**src/rtl/cgra_kernel_scheduler.sv**
```systemverilog
// Round-robin launch queue that runs CGRA kernels one at a time: start, wait for done, notify.
// Define CGRA_SCHED_WDT_EN to add a watchdog that aborts kernels stuck in WAIT for TIMEOUT cycles.
module cgra_kernel_scheduler #(
  parameter int NREQ    = 2,
  parameter int KID_W   = 4,
  parameter int DEPTH   = 4,
  parameter int TIMEOUT = 1024
) (
  input  logic                                   clk_i,
  input  logic                                   rst_i,
  input  logic [NREQ-1:0]                        req_valid_i,
  input  logic [NREQ*KID_W-1:0]                  req_kernel_i,
  output logic [NREQ-1:0]                        req_ready_o,
  input  logic                                   cgra_enable_i,
  output logic                                   cgra_start_o,
  output logic [KID_W-1:0]                       cgra_kernel_o,
  input  logic                                   cgra_done_i,
  output logic                                   done_valid_o,
  output logic [((NREQ > 1) ? $clog2(NREQ) : 1)-1:0] done_req_o,
  output logic                                   done_err_o,
  output logic [NREQ-1:0]                        irq_o,
  input  logic [NREQ-1:0]                        irq_clear_i,
  output logic                                   busy_o,
  output logic [$clog2(DEPTH+1)-1:0]             fifo_count_o,
  output logic                                   err_o
);

  localparam int RW = (NREQ > 1) ? $clog2(NREQ) : 1;
  localparam int AW = $clog2(DEPTH);
  localparam int CW = $clog2(DEPTH+1);

  typedef enum logic [1:0] {IDLE, START, WAIT, DONE} state_e;
  state_e state_q, state_d;

  logic [RW-1:0]       rr_q, rr_d, winner;
  logic                found;
  logic [NREQ-1:0]     grant;
  logic [KID_W-1:0]    win_kid;
  logic                push, pop, full, empty;
  logic [RW+KID_W-1:0] mem_q [DEPTH];
  logic [AW-1:0]       wr_ptr_q, rd_ptr_q;
  logic [CW-1:0]       count_q;
  logic [KID_W-1:0]    kernel_q;
  logic [RW-1:0]       cur_req_q, done_req_q;
  logic                start_q, done_valid_q, busy_q;
  logic [NREQ-1:0]     irq_q, irq_set;
  logic                finish, wdt_fire;

  assign full  = (count_q == CW'(DEPTH));
  assign empty = (count_q == '0);

  // Two passes give "first valid at or after the pointer, wrapping" with constant indices.
  always_comb begin : arbiter
    found   = 1'b0;
    winner  = '0;
    win_kid = '0;
    grant   = '0;
    for (int r = 0; r < NREQ; r++) begin
      if (!found && req_valid_i[r] && (RW'(r) >= rr_q)) begin
        found  = 1'b1;
        winner = RW'(r);
      end
    end
    for (int r = 0; r < NREQ; r++) begin
      if (!found && req_valid_i[r]) begin
        found  = 1'b1;
        winner = RW'(r);
      end
    end
    for (int r = 0; r < NREQ; r++) begin
      if (winner == RW'(r)) win_kid = req_kernel_i[r*KID_W +: KID_W];
      grant[r] = found && !full && !rst_i && (winner == RW'(r));
    end
  end

  assign push = |grant;
  assign pop  = (state_q == IDLE) && !empty && cgra_enable_i;

  always_comb begin
    rr_d = rr_q;
    if (push) rr_d = (winner == RW'(NREQ-1)) ? '0 : winner + 1'b1;
  end

  always_comb begin : fsm_next
    state_d = state_q;
    finish  = 1'b0;
    case (state_q)
      IDLE:  if (pop) state_d = START;
      START: state_d = WAIT;
      WAIT: begin
        if (cgra_done_i || wdt_fire) begin
          state_d = DONE;
          finish  = 1'b1;
        end
      end
      DONE:    state_d = IDLE;
      default: state_d = IDLE;
    endcase
  end

  always_comb begin
    irq_set = '0;
    for (int r = 0; r < NREQ; r++) irq_set[r] = finish && (cur_req_q == RW'(r));
  end

  always_ff @(posedge clk_i) begin
    if (rst_i) begin
      state_q      <= IDLE;
      rr_q         <= '0;
      wr_ptr_q     <= '0;
      rd_ptr_q     <= '0;
      count_q      <= '0;
      kernel_q     <= '0;
      cur_req_q    <= '0;
      start_q      <= 1'b0;
      done_valid_q <= 1'b0;
      done_req_q   <= '0;
      busy_q       <= 1'b0;
      irq_q        <= '0;
      for (int i = 0; i < DEPTH; i++) mem_q[i] <= '0;
    end else begin
      state_q <= state_d;
      rr_q    <= rr_d;
      if (push) begin
        mem_q[wr_ptr_q] <= {winner, win_kid};
        wr_ptr_q        <= wr_ptr_q + 1'b1;
      end
      if (pop) begin
        {cur_req_q, kernel_q} <= mem_q[rd_ptr_q];
        rd_ptr_q              <= rd_ptr_q + 1'b1;
      end
      count_q      <= count_q + CW'(push) - CW'(pop);
      start_q      <= (state_d == START);
      busy_q       <= (state_d != IDLE);
      done_valid_q <= finish;
      done_req_q   <= finish ? cur_req_q : '0;
      // A set landing on the same edge as its clear takes priority.
      irq_q        <= (irq_q & ~irq_clear_i) | irq_set;
    end
  end

`ifdef CGRA_SCHED_WDT_EN
  localparam int TW = (TIMEOUT > 1) ? $clog2(TIMEOUT) : 1;
  logic [TW-1:0] wdt_q;
  logic          done_err_q, err_q;

  // A done arriving in the timeout cycle suppresses the abort.
  assign wdt_fire = (state_q == WAIT) && !cgra_done_i && (wdt_q == TW'(TIMEOUT-1));

  always_ff @(posedge clk_i) begin
    if (rst_i) begin
      wdt_q      <= '0;
      done_err_q <= 1'b0;
      err_q      <= 1'b0;
    end else begin
      wdt_q      <= (state_q == WAIT) ? wdt_q + 1'b1 : '0;
      done_err_q <= wdt_fire;
      err_q      <= err_q | wdt_fire;
    end
  end

  assign done_err_o = done_err_q;
  assign err_o      = err_q;
`else
  logic unused_timeout;
  assign unused_timeout = (TIMEOUT != 0);
  assign wdt_fire       = 1'b0;
  assign done_err_o     = 1'b0;
  assign err_o          = 1'b0;
`endif

  assign req_ready_o   = grant;
  assign cgra_start_o  = start_q;
  assign cgra_kernel_o = kernel_q;
  assign done_valid_o  = done_valid_q;
  assign done_req_o    = done_req_q;
  assign irq_o         = irq_q;
  assign busy_o        = busy_q;
  assign fifo_count_o  = count_q;

endmodule

```
**config.mk**
```make
export PLATFORM = sky130hd
export DESIGN_NAME = cgra_kernel_scheduler
export DESIGN_NICKNAME = d
export VERILOG_FILES = /design/src/rtl/cgra_kernel_scheduler.sv
export SDC_FILE = /design/constraint.sdc
export NUM_CORES = 1
export LEC_CHECK = 0
export BUFFER_PORTS_ARGS = -buffer_cell sky130_fd_sc_hd__buf_2
export CAP_MARGIN = 20
export CORE_MARGIN = 2
export CORE_UTILIZATION = 40
export DETAILED_ROUTE_END_ITERATION = 12
export GPL_TIMING_DRIVEN = 0
export SLEW_MARGIN = 30
export SYNTH_ARGS = -nofsm -noshare
export SYNTH_HDL_FRONTEND = slang
export SYNTH_SLANG_ARGS = --single-unit
```
**constraint.sdc**
```tcl
create_clock -name clk_i -period 2.5 [get_ports clk_i]
set_input_delay 0.5 -clock clk_i [delete_from_list [all_inputs] [get_ports clk_i]]
set_output_delay 0.5 -clock clk_i [all_outputs]
set_load 0.02 [all_outputs]
```
---- Word-level counts from Yosys, hierarchy flattened ----
Memories as Yosys holds them, arrays and structs flattened. A register that Yosys moved wholly into a read port is not among the register bits.
Cells that the tools add are included.
operators by class
  add/subtract/negate cells ............... 5
  reduce and logical (&&, ||, !) cells .... 25
  bitwise gates (word level) .............. 6
  mux-type cells .......................... 22
  order comparisons ....................... 2
  equal/unequal tests ..................... 5
operators by type and width
  operator               count
  $mux W1                16
  $logic_and A1 B1 Y1    13
  $pmux W2 S4            1
  $logic_not A1 Y1       6
  $mux W2                3
  $mux W5                1
  $reduce_or A5 Y1       1
  $add A2 B1 Y2 const B  2
  $eq A2 B1 Y1 const B   2
  $eq A2 B2 Y1 const B   2
  $mux W4                1
  $reduce_or A2 Y1       2
  $add A3 B1 Y3          1
  $eq A3 B3 Y1 const B   1
  $logic_not A3 Y1       1
  $not A1 Y1             3
  $sub A3 B1 Y3          1
  $and A2 B2 Y2          1
  $ge A1 B1 Y1 const A   2
  $logic_not A2 Y1       1
  $not A2 Y2             1
  $or A2 B2 Y2           1
  $reduce_bool A2 Y1     1
  $add A1 B1 Y1 const B  1
word-level totals
  word-level logic and storage cells ...... 76
  register bits after elaboration ......... 16
  bits in writable memories ............... 20
  input bits .............................. 16
  memories kept ........................... 1
memory list
  memory  words  width  rd ports  clocked after Yosys merged registers in  wr ports  RTL line  RTL
  mem_q   4      5      1         1                                        4         40        logic [RW+KID_W-1:0] mem_q [DEPTH];

---- Longest topological paths before layout ----
  depth in word-level cells ............... 22
  gate-level depth with buffers ........... 10
  mapped depth without buffers ............ 10

---- Worst setup path after synthesis ----
No wires, ideal clock.
  kind .................................... register -> register
  start point ............................. register count_q[2], in the netlist fifo_count_o[2]
  end point ............................... register count_q[1], in the netlist fifo_count_o[1]
  setup time .............................. 0.114 ns
  data arrival time ....................... 2.139 ns
  path slack .............................. 0.248 ns
  stages on the path, launching flop included .. 10
  required time ........................... 2.386 ns
  path through ............................ dfxtp_1 or3b_1 buf_2 nand2_1 buf_4 ha_1 inv_1 ha_1 fa_1 nor2b_1
between the ends
  longest elaborated chain between the ends .. 8
  elaborated cells on any way between the ends .. 13
  classes of those cells .................. add/sub: 2; eq/ne: 1; reduce/logical: 10
ends and longest elaborated chain
  element                            RTL line  RTL
  from (decl)                        42        logic [CW-1:0] count_q;
  from (signal assigned)             132       count_q <= count_q + CW'(push) - CW'(pop);
  $eq A3 B3 Y1                       49        assign full = (count_q == CW'(DEPTH));
  $logic_not A1 Y1                   72        grant[r] = found && !full && !rst_i && (winner == RW'(r));
  $logic_and A1 B1 Y1 (3 in series)  72
  $reduce_or A2 Y1                   76        assign push = |grant;
  $add A3 B1 Y3                      132
  $sub A3 B1 Y3 (*)                  132
Every way passes the cells marked *; elsewhere a longest branch is shown, timed or not.
A chain may end at the register's enable or synchronous reset.

---- Worst setup path in the final report ----
Same ends and word-level chain as after synthesis.

==> out/results.ini <==
[run_status]
status = finished, final reports clean

[floorplanning]
fp.dieH_um = 72.8
start_util_pct = 40.9
rows = 25
boundaryPins = 33
dieArea_um2 = 5300
core_um2 = 4630
die_w_um = 72.8

[critical_path]
cp.required_ns = 2.69
crit_top_cell = ha_1
cpLargestDelayFamily = adder cells
end_kind = register
critical_path.max_stage_delay_ns = 0.44
cpMaxStageDelayCell = dfxtp_1
crit_fanout = 10
arrival_ns = 2.50
crit_type = reg2reg
start_kind = register
path_buf_inv = 3
cp_cell_sequence = or3b_1 > buf_2 > nand2_1 > buf_4 > ha_1 > inv_1 > ha_1 > fa_1 > nor2b_1

[final_layout]
areaGrowthSynthToFinish_pct = 16.5
mostFrequentLayoutCells = buf_2 (31), a21oi_1 (24), dfxtp_1 (21)
drive_gt1_share_pct = 26.9
layout.nets = 229
fillers = 440
final_common_cell = buf_2
n_antenna_cell = 0

[drt]
drc = 0
wl_met2_um = 1560
drtIter0Drc = 53
postRouteWirelength_um = 3470
wl_per_cell_um = 13.2
firstDrtPassIters = 4
met3WireLength_um = 156
m1WireLength_um = 1690
drtAntennaViolNets = 0
top_layer_used = met4
dr_total_vias = 1307
vias_per_cell = 4.99

[cts]
cts_root_buf = clkbuf_8
clk_pin_slew_ns = 0.08
cts_tree = done
clock_latency_ns = 0.29
htree_levels = 2
post_cts_buffers = 0
postCtsHoldBufs = 0
clkSinkCount = 41
cts_buffers = 5
clockBufferDepth = 2

[sta]
final.min_clock_period_ns = 2.30
min_period_over_period_pct = 92.0
finalSetupTns_ns = 0
slew_viol_final = 0
final-hold-violation-count = 0
setup_viol = 0
max_freq_ghz = 0.435
skew_ns = 0.00397
rsz0062_at_grt = no

[power]
p_int_uw = 1370
seqPwrFrac_pct = 45.6
switching_share_pct = 33.6
power_leakage_uw = 0.000908
power_frac_clock_pct = 21.1
power_density_nw_per_um2 = 933
p_comb_share_pct = 33.4
ir_drop_uv = 305
netSwitchingPower_uw = 691
finalPower_uw = 2060

[synth]
syn_area_um2 = 1890
ys_seq_area_share_pct = 53.9
yosys_warnings = 0
synth_ff_type = dfxtp_1
synth-edff-count = 20
synth-seq-cells = 41
async_flop_share_pct = 0
synth_area_per_cell_um2 = 11.1
syn_inst = 170
synth_cell_types = 37

[grt]
antenna_found_initial = 0
grt_pass1_wl_um = 5690
grt_max_degree = 14
grt_pass1_vias = 1173
overflow = 0
track_usage_pct = 14.4

[placement]
dp_hpwl_um = 2600
port_buffers = 29
gp_congestion = 0.767

[hold_path]
min_path_type = in2reg

[flow_run]
maxCapViolations = 0

==> cell usage after synthesis, drive strengths merged, types with 2 or more instances <==
library cell  instances  area, um^2
a21o                  3        22.5
a21oi                24         120
buf                   5        32.5
clkbuf                4        35.0
dfxtp                21         420
edfxtp               20         601
ha                    5        62.6
inv                  11        41.3
mux4                  5         113
nand2                12        45.0
nand2b                4        25.0
nand3                 3        15.0
nand3b                4        30.0
nor2                  8        30.0
nor2b                 7        43.8
nor3                  2        10.0
nor3b                 3        22.5
nor4                  2        12.5
o21ai                 8        40.0
or2                   2        12.5
or3                   2        12.5
xnor2                 3        26.3
==> layout make-up <==
cell class	count	area (um^2)	area share, %
inverter	11	41.3	1.87
clock inverter	3	17.5	0.794
multi-input combinational	109	768	34.8
timing repair buffer	29	145	6.58
tap	54	67.6	3.06
clock buffer	5	68.8	3.12
buffer	10	77.6	3.51
sequential	41	1020	46.3
==> metrics by stage <==
stage | util, % | instance area [um^2] | hold WS (ns) | instances | setup slack (ns)
CTS | 47.5 | 2200 | 0.456 | 262 | 0.00437
floorplan | - | 1900 | 0.440 | 171 | 0.248
finish | 47.7 | 2210 | 0.457 | 262 | 0.199
detailed placement | 45.6 | 2110 | 0.449 | 254 | 0.0161
global placement | 45.6 | 2110 | 0.443 | 254 | 0.0179
global route | 47.7 | 2210 | 0.453 | 262 | 0.0731
==> worst register-to-register path, stage by stage (launching register included) <==
cell	delay (ns)
dfxtp_1	0.44
or3b_1	0.37
buf_2	0.16
nand2_1	0.08
buf_4	0.18
ha_1	0.24
inv_1	0.06
ha_1	0.15
fa_1	0.39
nor2b_1	0.13
==> repair_timing <==
item / CTS / global route
endpoints found under the hold margin: 0 / 0
setup endpoints to repair: 0 / 2
gates resized for setup: 0 / 1
==> sequential cells by signal, summed over array words and instances (netlist names), 2 cells and up <==
register	cells
wr_ptr_q	2
cgra_kernel_o	4
irq_o	2
mem_q	20
rd_ptr_q	2
state_q	2
fifo_count_o	3
==> power groups by stage <==
stage,Clock [uW],Sequential [uW],Combinational (uW)
floorplan,0,988,480
global placement,0,949,671
detailed placement,0,950,682
CTS,442,936,686
global route,471,957,765
finish,433,938,686
==> per-layer routing <==
layer	vias to the layer above	track usage [%]
li1	673	-
met1	597	19.5
met2	29	21.3
met3	8	4.70
met4	0	5.76
met5	-	0
==> final timing paths <==
kind	from	endpoint	slack, ns	cells past startpoint
worst max-delay path	fifo_count_o[2]	fifo_count_o[1]	0.20	9
worst min-delay path	rst_i	state_q[1]	0.46	2
worst max register to register	fifo_count_o[2]	fifo_count_o[1]	0.20	9
worst min register to register	cgra_kernel_o[3]	cgra_kernel_o[3]	0.46	2
==> kinds of logic (layout without fill, tap and decap cells) <==
| family | count (synthesis) | after routing | share of synthesized area (%) |
|---|---|---|---|
| adders and majority gates | 6 | 6 | 4.36 |
| other | 1 | 2 | 0.198 |
| AOI/OAI and AO/OA | 40 | 40 | 12.6 |
| DFF | 41 | 41 | 53.9 |
| buffers and inverters | 21 | 58 | 6.28 |
| muxes | 5 | 5 | 5.94 |
| xor gates and xnor gates | 3 | 3 | 1.39 |
| and+or+nand+nor | 53 | 53 | 15.4 |
Note: power is estimated with default switching activity, not from simulation.
